$ cat config.mk
export PLATFORM = sky130hd
export DESIGN_NAME = usb_reg_frontend
export DESIGN_NICKNAME = d
export VERILOG_FILES = /design/src/rtl/usb_reg_frontend_pkg.sv /design/src/rtl/usb_strobe_edge.sv /design/src/rtl/usb_reg_frontend.sv
export SDC_FILE = /design/constraint.sdc
export NUM_CORES = 1
export LEC_CHECK = 0
export CAP_MARGIN = 20
export CORE_MARGIN = 2
export CORE_UTILIZATION = 45
export DETAILED_ROUTE_END_ITERATION = 6
export GPL_ROUTABILITY_DRIVEN = 0
export GPL_TIMING_DRIVEN = 0
export MAX_ROUTING_LAYER = met4
export PLACE_DENSITY = 0.79
export RECOVER_POWER = 25
export SYNTH_ARGS = -nofsm -noshare
export SYNTH_HDL_FRONTEND = slang
export SYNTH_SLANG_ARGS = --single-unit
$ cat constraint.sdc
create_clock -name usb_clk -period 1.79 [get_ports usb_clk]
set_input_delay 0.4475 -clock usb_clk [delete_from_list [all_inputs] [get_ports usb_clk]]
set_output_delay 0.4475 -clock usb_clk [all_outputs]
set_load 0.03 [all_outputs]
$ cat src/rtl/usb_reg_frontend_pkg.sv
// rtl/usb_reg_frontend_pkg.sv - shared widths and strobe helper for the host bus front end
package usb_reg_frontend_pkg;

  localparam int USB_ADDR_WIDTH   = 21;
  localparam int USB_BYTECNT_SIZE = 7;
  localparam int USB_DATA_WIDTH   = 8;

  // A host strobe counts as newly asserted only while the chip is selected.
  function automatic logic strobe_fell(input logic s1_n, input logic s2_n, input logic cen_n_s1);
    return ~s1_n & s2_n & ~cen_n_s1;
  endfunction

endpackage

$ cat src/rtl/usb_strobe_edge.sv
// rtl/usb_strobe_edge.sv - input synchroniser stages and falling-edge detect for active-low strobes
module usb_strobe_edge
  import usb_reg_frontend_pkg::*;
(
  input  logic usb_clk,
  input  logic reset_n,
  input  logic cen_n,
  input  logic rd_n,
  input  logic wr_n,
  output logic cen_n_s1,
  output logic rd_n_s1,
  output logic wr_n_s1,
  output logic rd_fall,
  output logic wr_fall
);

  logic rd_n_s2;
  logic wr_n_s2;

  // S1/S2 stages; strobes reset to "already low" so a strobe held across reset never looks new.
  always_ff @(posedge usb_clk or negedge reset_n) begin
    if (!reset_n) begin
      cen_n_s1 <= 1'b1;
      rd_n_s1  <= 1'b0;
      wr_n_s1  <= 1'b0;
      rd_n_s2  <= 1'b0;
      wr_n_s2  <= 1'b0;
    end else begin
      cen_n_s1 <= cen_n;
      rd_n_s1  <= rd_n;
      wr_n_s1  <= wr_n;
      rd_n_s2  <= rd_n_s1;
      wr_n_s2  <= wr_n_s1;
    end
  end

  assign rd_fall = strobe_fell(rd_n_s1, rd_n_s2, cen_n_s1);
  assign wr_fall = strobe_fell(wr_n_s1, wr_n_s2, cen_n_s1);

endmodule

$ cat src/rtl/usb_reg_frontend.sv
// rtl/usb_reg_frontend.sv - host parallel bus to register strobe interface
module usb_reg_frontend
  import usb_reg_frontend_pkg::*;
#(
  parameter int pADDR_WIDTH   = USB_ADDR_WIDTH,
  parameter int pBYTECNT_SIZE = USB_BYTECNT_SIZE
) (
  input  logic                               usb_clk,
  input  logic                               reset_n,
  input  logic [pADDR_WIDTH-1:0]             usb_addr,
  input  logic [7:0]                         usb_din,
  output logic [7:0]                         usb_dout,
  output logic                               usb_isout,
  input  logic                               usb_cen_n,
  input  logic                               usb_rd_n,
  input  logic                               usb_wr_n,
  output logic [pADDR_WIDTH-pBYTECNT_SIZE-1:0] reg_address,
  output logic [pBYTECNT_SIZE-1:0]           reg_bytecnt,
  output logic [7:0]                         write_data,
  input  logic [7:0]                         read_data,
  output logic                               reg_read,
  output logic                               reg_write,
  output logic                               reg_addrvalid
);

  typedef enum logic [2:0] {
    IDLE     = 3'd0,
    WR_PULSE = 3'd1,
    RD_PULSE = 3'd2,
    RD_CAPT  = 3'd3,
    RD_HOLD  = 3'd4
  } state_t;

  state_t                   state;
  state_t                   state_nxt;
  logic [pADDR_WIDTH-1:0]   usb_addr_s1;
  logic [7:0]               usb_din_s1;
  logic                     cen_n_s1;
  logic                     rd_n_s1;
  logic                     wr_n_s1;
  logic                     rd_fall;
  logic                     wr_fall;

  usb_strobe_edge u_strobe_edge (
    .usb_clk  (usb_clk),
    .reset_n  (reset_n),
    .cen_n    (usb_cen_n),
    .rd_n     (usb_rd_n),
    .wr_n     (usb_wr_n),
    .cen_n_s1 (cen_n_s1),
    .rd_n_s1  (rd_n_s1),
    .wr_n_s1  (wr_n_s1),
    .rd_fall  (rd_fall),
    .wr_fall  (wr_fall)
  );

  // S1 copy of the host address and write data.
  always_ff @(posedge usb_clk or negedge reset_n) begin
    if (!reset_n) begin
      usb_addr_s1 <= '0;
      usb_din_s1  <= '0;
    end else begin
      usb_addr_s1 <= usb_addr;
      usb_din_s1  <= usb_din;
    end
  end

  // State register.
  always_ff @(posedge usb_clk or negedge reset_n) begin
    if (!reset_n) state <= IDLE;
    else          state <= state_nxt;
  end

  // Next state and strobe/enable decode; one strobe per host access, deselect aborts.
  always_comb begin
    state_nxt = state;
    reg_write = 1'b0;
    reg_read  = 1'b0;
    usb_isout = 1'b0;
    case (state)
      IDLE: begin
        if (!(~rd_n_s1 && ~wr_n_s1)) begin
          if (wr_fall)      state_nxt = WR_PULSE;
          else if (rd_fall) state_nxt = RD_PULSE;
        end
      end
      WR_PULSE: begin
        reg_write = 1'b1;
        state_nxt = IDLE;
      end
      RD_PULSE: begin
        reg_read  = 1'b1;
        usb_isout = 1'b1;
        state_nxt = RD_CAPT;
      end
      RD_CAPT: begin
        usb_isout = 1'b1;
        state_nxt = RD_HOLD;
      end
      RD_HOLD: begin
        usb_isout = 1'b1;
        if (rd_n_s1) state_nxt = IDLE;
      end
      default: state_nxt = IDLE;
    endcase
    if (state != IDLE && cen_n_s1) state_nxt = IDLE;
  end

  // Address/data track S1 while idle and freeze for the duration of an access.
  always_ff @(posedge usb_clk or negedge reset_n) begin
    if (!reset_n) begin
      reg_address <= '0;
      reg_bytecnt <= '0;
      write_data  <= '0;
    end else if (state == IDLE) begin
      reg_address <= usb_addr_s1[pADDR_WIDTH-1:pBYTECNT_SIZE];
      reg_bytecnt <= usb_addr_s1[pBYTECNT_SIZE-1:0];
      write_data  <= usb_din_s1;
    end
  end

  // Read byte captured one cycle after the read pulse; address-valid follows chip select.
  always_ff @(posedge usb_clk or negedge reset_n) begin
    if (!reset_n) begin
      usb_dout      <= '0;
      reg_addrvalid <= 1'b0;
    end else begin
      reg_addrvalid <= ~cen_n_s1;
      if (state == RD_CAPT) usb_dout <= read_data;
    end
  end

endmodule

-- Word-level counts from Yosys, hierarchy flattened
Index checks and enable logic that the tools add are counted.
- add/sub/neg operators: 0
- multipliers: 0
- div/mod/pow operators: 0
- order comparisons: 0
- equal/unequal tests: 7
- shift-type cells: 0
- mux-type cells: 9
- bitwise gates (word level): 7
- reductions and logical operators: 6
- operators with widths (operator ; count):
    2-to-1 mux 3 bit ; 5
    case mux 3 bit (4 select lines) ; 1
    equality test 3 x 2 -> 1 bit (second input constant) ; 2
    bitwise AND 1 bit ; 4
    != test 4 x 3 -> 1 bit (second input constant) ; 1
    equality test 3 x 1 -> 1 bit (second input constant) ; 1
    equality test 3 bit (second input constant) ; 1
    zero test 3 bit ; 1
    2-to-1 mux 1 bit ; 3
    != test 3 x 2 -> 1 bit (second input constant) ; 1
    != test 3 bit (second input constant) ; 1
    NOT 1 bit ; 3
    AND reduction 3 bit ; 1
    nonzero test 3 bit ; 1
    OR reduction 3 bit ; 1
    logical AND 1 bit ; 2
- flip-flop bits (word level): 75
- bits in latches: 0
- RAM bits: 0
- memory bits (read-only): 0
- input port bits: 42
- output and inout port bits: 41
- logic and storage cells: 42
- memories kept: 0

-- Depth between registers and ports, before layout
Gate-level depths: netlist of the first run.
- word-level depth: 8
- gate-level depth with buffers: 5
- mapped depth without buffers: 2

-- Modules after synthesis
From an unflattened synthesis of the first run, not the netlist that was laid out.
- cells, all modules: 135
- area, all modules: 2542.4 sq um
- by module, submodules not included (module ; instances ; cells each ; area an instance (sq um) ; sequential area each (sq um)):
    usb_reg_frontend ; 1 ; 128 ; 2391.0 ; 1751.7
    usb_strobe_edge ; 1 ; 7 ; 151.4 ; 126.4

-- Worst setup path after synthesis of the first run
Ideal clock, no wire load.
- kind: reg-to-output
- from: register state[0]
- to: output port usb_isout
- arrival: 1.280 ns
- data required time: 1.342 ns
- path slack: 0.063 ns
- stages on the path, launching flop included: 3
- buffers on the path: 0
- path through: dfrtp_1 > nand2b_1 > o21ai_0
- word-level cells in the longest chain between the ends: 3
- elaborated cells between the ends (all ways): 5
- classes of those cells: 3 x eq/ne; 1 x mux; 1 x reduce/logical
- RTL lines (item ; line ; source):
    from (decl) ; usb_reg_frontend.sv:34 ; state_t state;
    from (signal assigned) ; usb_reg_frontend.sv:71 ; else state <= state_nxt;
    equality test 3 x 2 -> 1 bit or equality test 3 bit (tied branches) ; usb_reg_frontend.sv:80 ; case (state)
    OR reduction 3 bit (no line) (*) ; n/a ;
    2-to-1 mux 1 bit (*) ; usb_reg_frontend.sv:80 ;
    to (decl) ; usb_reg_frontend.sv:13 ; output logic usb_isout,
Every way passes the cells marked *; elsewhere a longest branch is shown, timed or not.

-- Worst setup path in the final report of the first run
Ends and elaborated chain as after synthesis.

==> results of run 1 <==
-- area by class of cell --
cell class / count / area, sq um
multi-input cells: 51 / 563
inverters: 1 / 3.75
fillers: 433 / 1850
plain buffers: 4 / 50.0
flip-flops and latches: 75 / 1880
repair buffers: 82 / 762
clock buffers: 13 / 169
clock inverters: 3 / 68.8
well taps: 72 / 90.1
-- power groups by stage --
stage,sequential [mW],clock (mW),combinational [mW]
global route,1.94,1.60,0.757
finish,1.92,1.48,0.714
CTS,1.92,1.51,0.740
floorplan,2.18,0,0.194
global placement,1.95,0,0.812
detailed placement,1.95,0,0.821
-- state kept, by name, indices dropped and copies added (netlist names) --
| signal | flops |
|---|---|
| u_strobe_edge.wr_n_s1 | 1 |
| state | 3 |
| u_strobe_edge.rd_n_s2 | 1 |
| usb_dout | 8 |
| u_strobe_edge.cen_n_s1 | 1 |
| u_strobe_edge.wr_n_s2 | 1 |
| reg_address | 14 |
| reg_addrvalid | 1 |
| reg_bytecnt | 7 |
| u_strobe_edge.rd_n_s1 | 1 |
| usb_addr_s1 | 21 |
| write_data | 8 |
| usb_din_s1 | 8 |
-- stage by stage --
stage          power (mW)  hold WS [ps]  utilization (%)  TNS (ps)
2_1_floorplan        2.37           152                -         0
3_3_place_gp         2.76           373             62.6   -159850
3_5_place_dp         2.78           382             62.6      -225
4_1_cts              4.17           259             65.9         0
5_1_grt              4.29           310             66.0         0
6_report             4.11           235             66.0         0
-- cells by family (layout without fill, tap and decap cells) --
kind of cell	after synthesis	count (layout)
buf+inv	5	103
flops	75	75
mux	37	37
simple gates	10	10
compound gates	4	4
-- worst max path at each step --
| stage | depth (start not counted) | start | slack (ps) | end |
|---|---|---|---|---|
| 6_report | 3 | state[0] | 80 | usb_isout |
| 2_1_floorplan | 2 | state[0] | 60 | usb_isout |
| 3_5_place_dp | 3 | state[0] | -120 | usb_isout |
| 5_1_grt | 3 | state[0] | 6 | usb_isout |
| 3_3_place_gp | 1 | reset_n | -2140 | usb_dout[1] |
| 4_1_cts | 1 | reg_addrvalid | 10 | reg_addrvalid |
-- cells in the final DEF, fill, tap and decap left out --
master and count:
dfrtp_1 72, dlygate4sd2_1 37, dlygate4sd3_1 32, mux2_2 27
clkbuf_8 12, mux2_4 10, clkdlybuf4s50_1 8, buf_4 3
buf_6 2, nand2b_1 2, and3b_1 2, o21a_1 2
bufinv_16 2, buf_2 2, dfrtp_2 2, inv_1 1
nor2_1 1, o21ai_0 1, nor3b_1 1, nor3_4 1
buf_12 1, nand3b_2 1, nor3_1 1, or4b_1 1
a21oi_1 1, clkbuf_1 1, clkinv_4 1, dlymetal6s2s_1 1
dfstp_1 1
-- worst max-delay path: stages, from the launching register on --
cell,delay [ps]
dfrtp_2,460
nand2b_1,150
o21ai_0,140
buf_4,180
-- metal layers --
layer | GRT usage [%] | up-vias | share of wire [%]
li1 | - | 642 | -
met1 | 20.2 | 687 | 44
met2 | 22.9 | 51 | 47
met3 | 5.75 | 10 | 6.2
met4 | 9.47 | 0 | 2.5
met5 | - | - | 0
-- repair_timing --
| item | 4_1_cts | 5_1_grt |
|---|---|---|
| endpoints found under the setup margin | 40 | 2 |
| hold endpoints to repair | 0 | 0 |
| cloned | 0 | 0 |
| resized for setup | 56 | 2 |
==> flow_summary.toml, run 1 <==
[run_status]
outcome = "complete, no violations"

[cts]
postCtsHoldBufs = 0
clk_pin_slew_worst_paths_ps = 80
clk_latency_ps = 330
clock-root-buffer = "clkbuf_8"
cts.sinks = 75
cts.path.max_buffers = 2
cts_tree = "yes"
cts_buffers = 9
cts_max_level = 3
post-cts-setup-buffers = 0

[power_and_ir_drop]
netSwitchingFraction_pct = 25.4
power_switching_mw = 1.04
sequentialPowerShare_pct = 46.6
power_density_nw_per_um2 = 1150
p_int_mw = 3.07
p_comb_share_pct = 17.4
p_leak_nw = 1.67
pwr-share-clk_pct = 36.0
ir_worst_vdd_v = 0.000996

[synth]
synth_xor_area_share_pct = 0
synthFlopType = "dfrtp_1"
synth.yosys.warnings = 0
syn_inst = 131
async_flop_share_pct = 100
synth.distinct_cells = 19
synth_seq_cells = 75
synth_edf_count = 0
synth.mux.area_fraction_pct = 18.2
synthTopCellsByArea = "dfrtp_1 74%, mux2_2 12%, mux2_4 6.0%"
synthTopCellsByCount = "74 x dfrtp_1, 27 x mux2_2, 10 x mux2_4"
synth-compound-area-share_pct = 1.00
ys_seq_area_share_pct = 75.3
yosys.area.top_type_share_pct = 74.2
synth_top_family_by_area = "multiplexers"
syn-mean-instance-area_sq_um = 19.0
syn_area_sq_um = 2490
synthAdderAreaFrac_pct = 0
synth_most_common_cell = "dfrtp_1"
synth-simple-area-share_pct = 3.36
synth_top_cell_by_area = "dfrtp_1"
syn-num-nets = 173

[worst_setup_path]
worstPathMaxFanout = 7
worst_setup_path_start_kind = "flip-flop"
end_kind = "primary output"
ff2ff_path_depth = 5
cp.arrival_ps = 1270
rrSetupSlack_ps = 310
r2r_end = "reg_address[7]"
path_class = "flip-flop to primary output"
r2r_start = "state[1]"
required_ps = 1340

[sta]
rsz0062_at_grt = "false"
slew_violations = 0
setup_viol = 0
slew_headroom_pct = 42.0
post-route-period-util_pct = 95.7
max_slew.worst_pin.slew_ps = 871
fmax_mhz = 584
fin_crit_ps = 1710
hold_viol = 0
finClkSkew_ps = 5.46
fin_ws_ps = 77.0

[die]
dieArea_sq_um = 6160
coreArea_sq_um = 5440
rows = 27
die_height_um = 78.5
initial_utilization_pct = 45.9
fp.dieW_um = 78.5
io-pin-count = 83

[routing]
dr_total_vias = 1390
dr.pass1.iters = 4
drt_iter0_markers = 59
ant_nets = 0
vias_per_cell = 4.62
wl_per_cell_um = 14.1
totalWireLength_um = 4240
drc = 0

[global_route]
grt_max_degree = 76
antenna_found_initial = 0
track_usage_pct = 16.2
overflow = 0
grt_pass1_vias = 1465
grt_pass1_wl_um = 7100

[run]
cap_violations = 0

[finish]
instances_no_fill = 301
syn2layout_area_growth_pct = 43.8
diodes = 0
final_nets = 266
drive_above_1_share_pct = 27.9
final_area_sq_um = 3590

[placed_design]
hpwl_um = 2890
port_buffers = 82
dp.cells = 285
dp_slack_ps = -123
placed_area_sq_um = 3400

[worst_hold_path]
hold_class = "input pin to asynchronous set/reset pin"
Power figures use the tool's default switching activity.
==> run 2, diff against run 1 <==
- CORE_MARGIN: 2 -> 1
==> run 2 against run 1 <==
Clock-buffer cell count is 1 lower. Critical endpoint is now reg_read. Worst setup slack better by 44 ps. Sequential power hardly changed. Via count is 2.6% lower. Cell count is 0.33% lower.
==> flow_summary.toml, run 2 (synthesis gave the netlist of run 1 again) <==
[finish]
utilization_pct = 67.5
largest_reg_flops = 21
syn2layout_area_growth_pct = 41.8
drive_above_1_share_pct = 28.3
final_common_cell = "dfrtp_1"
final_cell_mix = "72 x dfrtp_1, 37 x dlygate4sd2_1, 32 x dlygate4sd3_1"
diodes = 0
final_nets = 267
largest-register = "usb_addr_s1"
layout_top_registers = "usb_addr_s1 (21), reg_address (14)"
fillCellCount = 400

[worst_setup_path]
cp.arrival_ps = 1220
required_ps = 1340
cp_top_family = "flip-flops"
r2r_start = "state[0]"
worst_setup_path_start_kind = "flip-flop"
end_kind = "primary output"
r2r_end = "reg_address[12]"
ff2ff_path_depth = 5
cp_num_buf_inv = 1
path_cells = "nand2b_1, nor2_1, buf_2"
path_class = "flip-flop to primary output"
critPathSlowestCell = "dfrtp_2"
worstPathMaxFanout = 7
rrSetupSlack_ps = 250
cpPeakStageDelay_ps = 450

[global_route]
grt_pass1_wl_um = 6950
grt_max_degree = 76
grt_pass1_vias = 1483
antenna_found_initial = 0
track_usage_pct = 16.6
overflow = 0

[cts]
cts.path.max_buffers = 2
cts_max_level = 3
clk_pin_slew_worst_paths_ps = 70
cts_tree = "yes"
postCtsHoldBufs = 0
clock-root-buffer = "clkbuf_8"
cts.sinks = 75
cts_buffers = 9
clk_latency_ps = 330

[die]
coreArea_sq_um = 5240
dieArea_sq_um = 5850
rows = 26
die_height_um = 76.5
fp.dieW_um = 76.5
io-pin-count = 83
initial_utilization_pct = 47.6

[sta]
post-route-period-util_pct = 93.2
hold_viol = 0
setup_viol = 0
fin_ws_ps = 121
fmax_mhz = 599
fin_crit_ps = 1670
finClkSkew_ps = 4.81
max_slew.worst_pin.slew_ps = 878
slew_headroom_pct = 41.4
rsz0062_at_grt = "false"
slew_violations = 0

[power_and_ir_drop]
ir_worst_vdd_v = 0.000697
p_leak_nw = 1.64
power_density_nw_per_um2 = 1070

[routing]
drc = 0
vias_per_cell = 4.51
dr.pass1.iters = 2
drt_iter0_markers = 41
ant_nets = 0
totalWireLength_um = 4150
dr_total_vias = 1354
wl_per_cell_um = 13.8

[placed_design]
port_buffers = 82
dp_slack_ps = -99.8
hpwl_um = 2930

[worst_hold_path]
hold_class = "input pin to asynchronous set/reset pin"

[run]
cap_violations = 0

[run_status]
outcome = "complete, no violations"
[run 2: changes by cell type in the layout (fill, tap and decap cells not counted)]
| cell | delta |
|---|---|
| clkbuf_8 | -1 |
| clkinvlp_4 | +2 |
| buf_2 | -1 |
| bufinv_16 | -2 |
| clkinv_2 | +2 |
| buf_4 | +2 |
| clkinv_4 | -1 |
[run 2: final cells by class]
class / count / area [sq um] / area share (%)
multi-input combinational: 51 / 563 / 15.9
clock buffer: 12 / 155 / 4.39
inverter: 1 / 3.75 / 0.106
tap: 70 / 87.6 / 2.48
timing repair buffer: 83 / 772 / 21.8
clock inverter: 4 / 25.0 / 0.707
sequential: 75 / 1880 / 53.2
buffer: 4 / 50.0 / 1.41
[run 2: power breakdown]
| part | switching [mW] | internal [mW] |
|---|---|---|
| sequential | 0.0659 | 1.85 |
| clock | 0.564 | 0.574 |
| combinational | 0.401 | 0.316 |
| total | 1.03 | 2.74 |
[run 2: how the worst max path moves through the flow]
stage	cells past startpoint	endpoint	start	slack, ps
floorplan	2	usb_isout	state[0]	60
global placement	1	usb_dout[1]	reset_n	-2160
detailed placement	3	usb_isout	state[0]	-100
CTS	1	reg_addrvalid	reg_addrvalid	6
global route	3	reg_read	state[2]	10
finish	3	reg_read	state[2]	120
[run 2: what timing repair did]
action	CTS	global route
endpoints found under the setup margin	40	3
gates resized for setup	56	3
buffers inserted	0	1
[run 2: routing by layer]
metal	up-vias	routed length [um]	track usage, %
met5	-	0	-
met4	0	45	8.08
met3	5	337	7.66
met2	44	2060	24.8
met1	670	1710	18.9
li1	635	-	-
[run 2: stage by stage]
stage | total power [mW] | hold WS [ps] | instances | cell area (sq um) | setup TNS (ps)
3_3_place_gp | 2.76 | 373 | 283 | 3400 | -160740
4_1_cts | 3.85 | 254 | 299 | 3520 | 0
5_1_grt | 3.96 | 288 | 300 | 3540 | 0
6_report | 3.77 | 223 | 300 | 3540 | 0
3_5_place_dp | 2.78 | 386 | 283 | 3400 | -149
2_1_floorplan | 2.37 | 152 | 131 | 2490 | 0
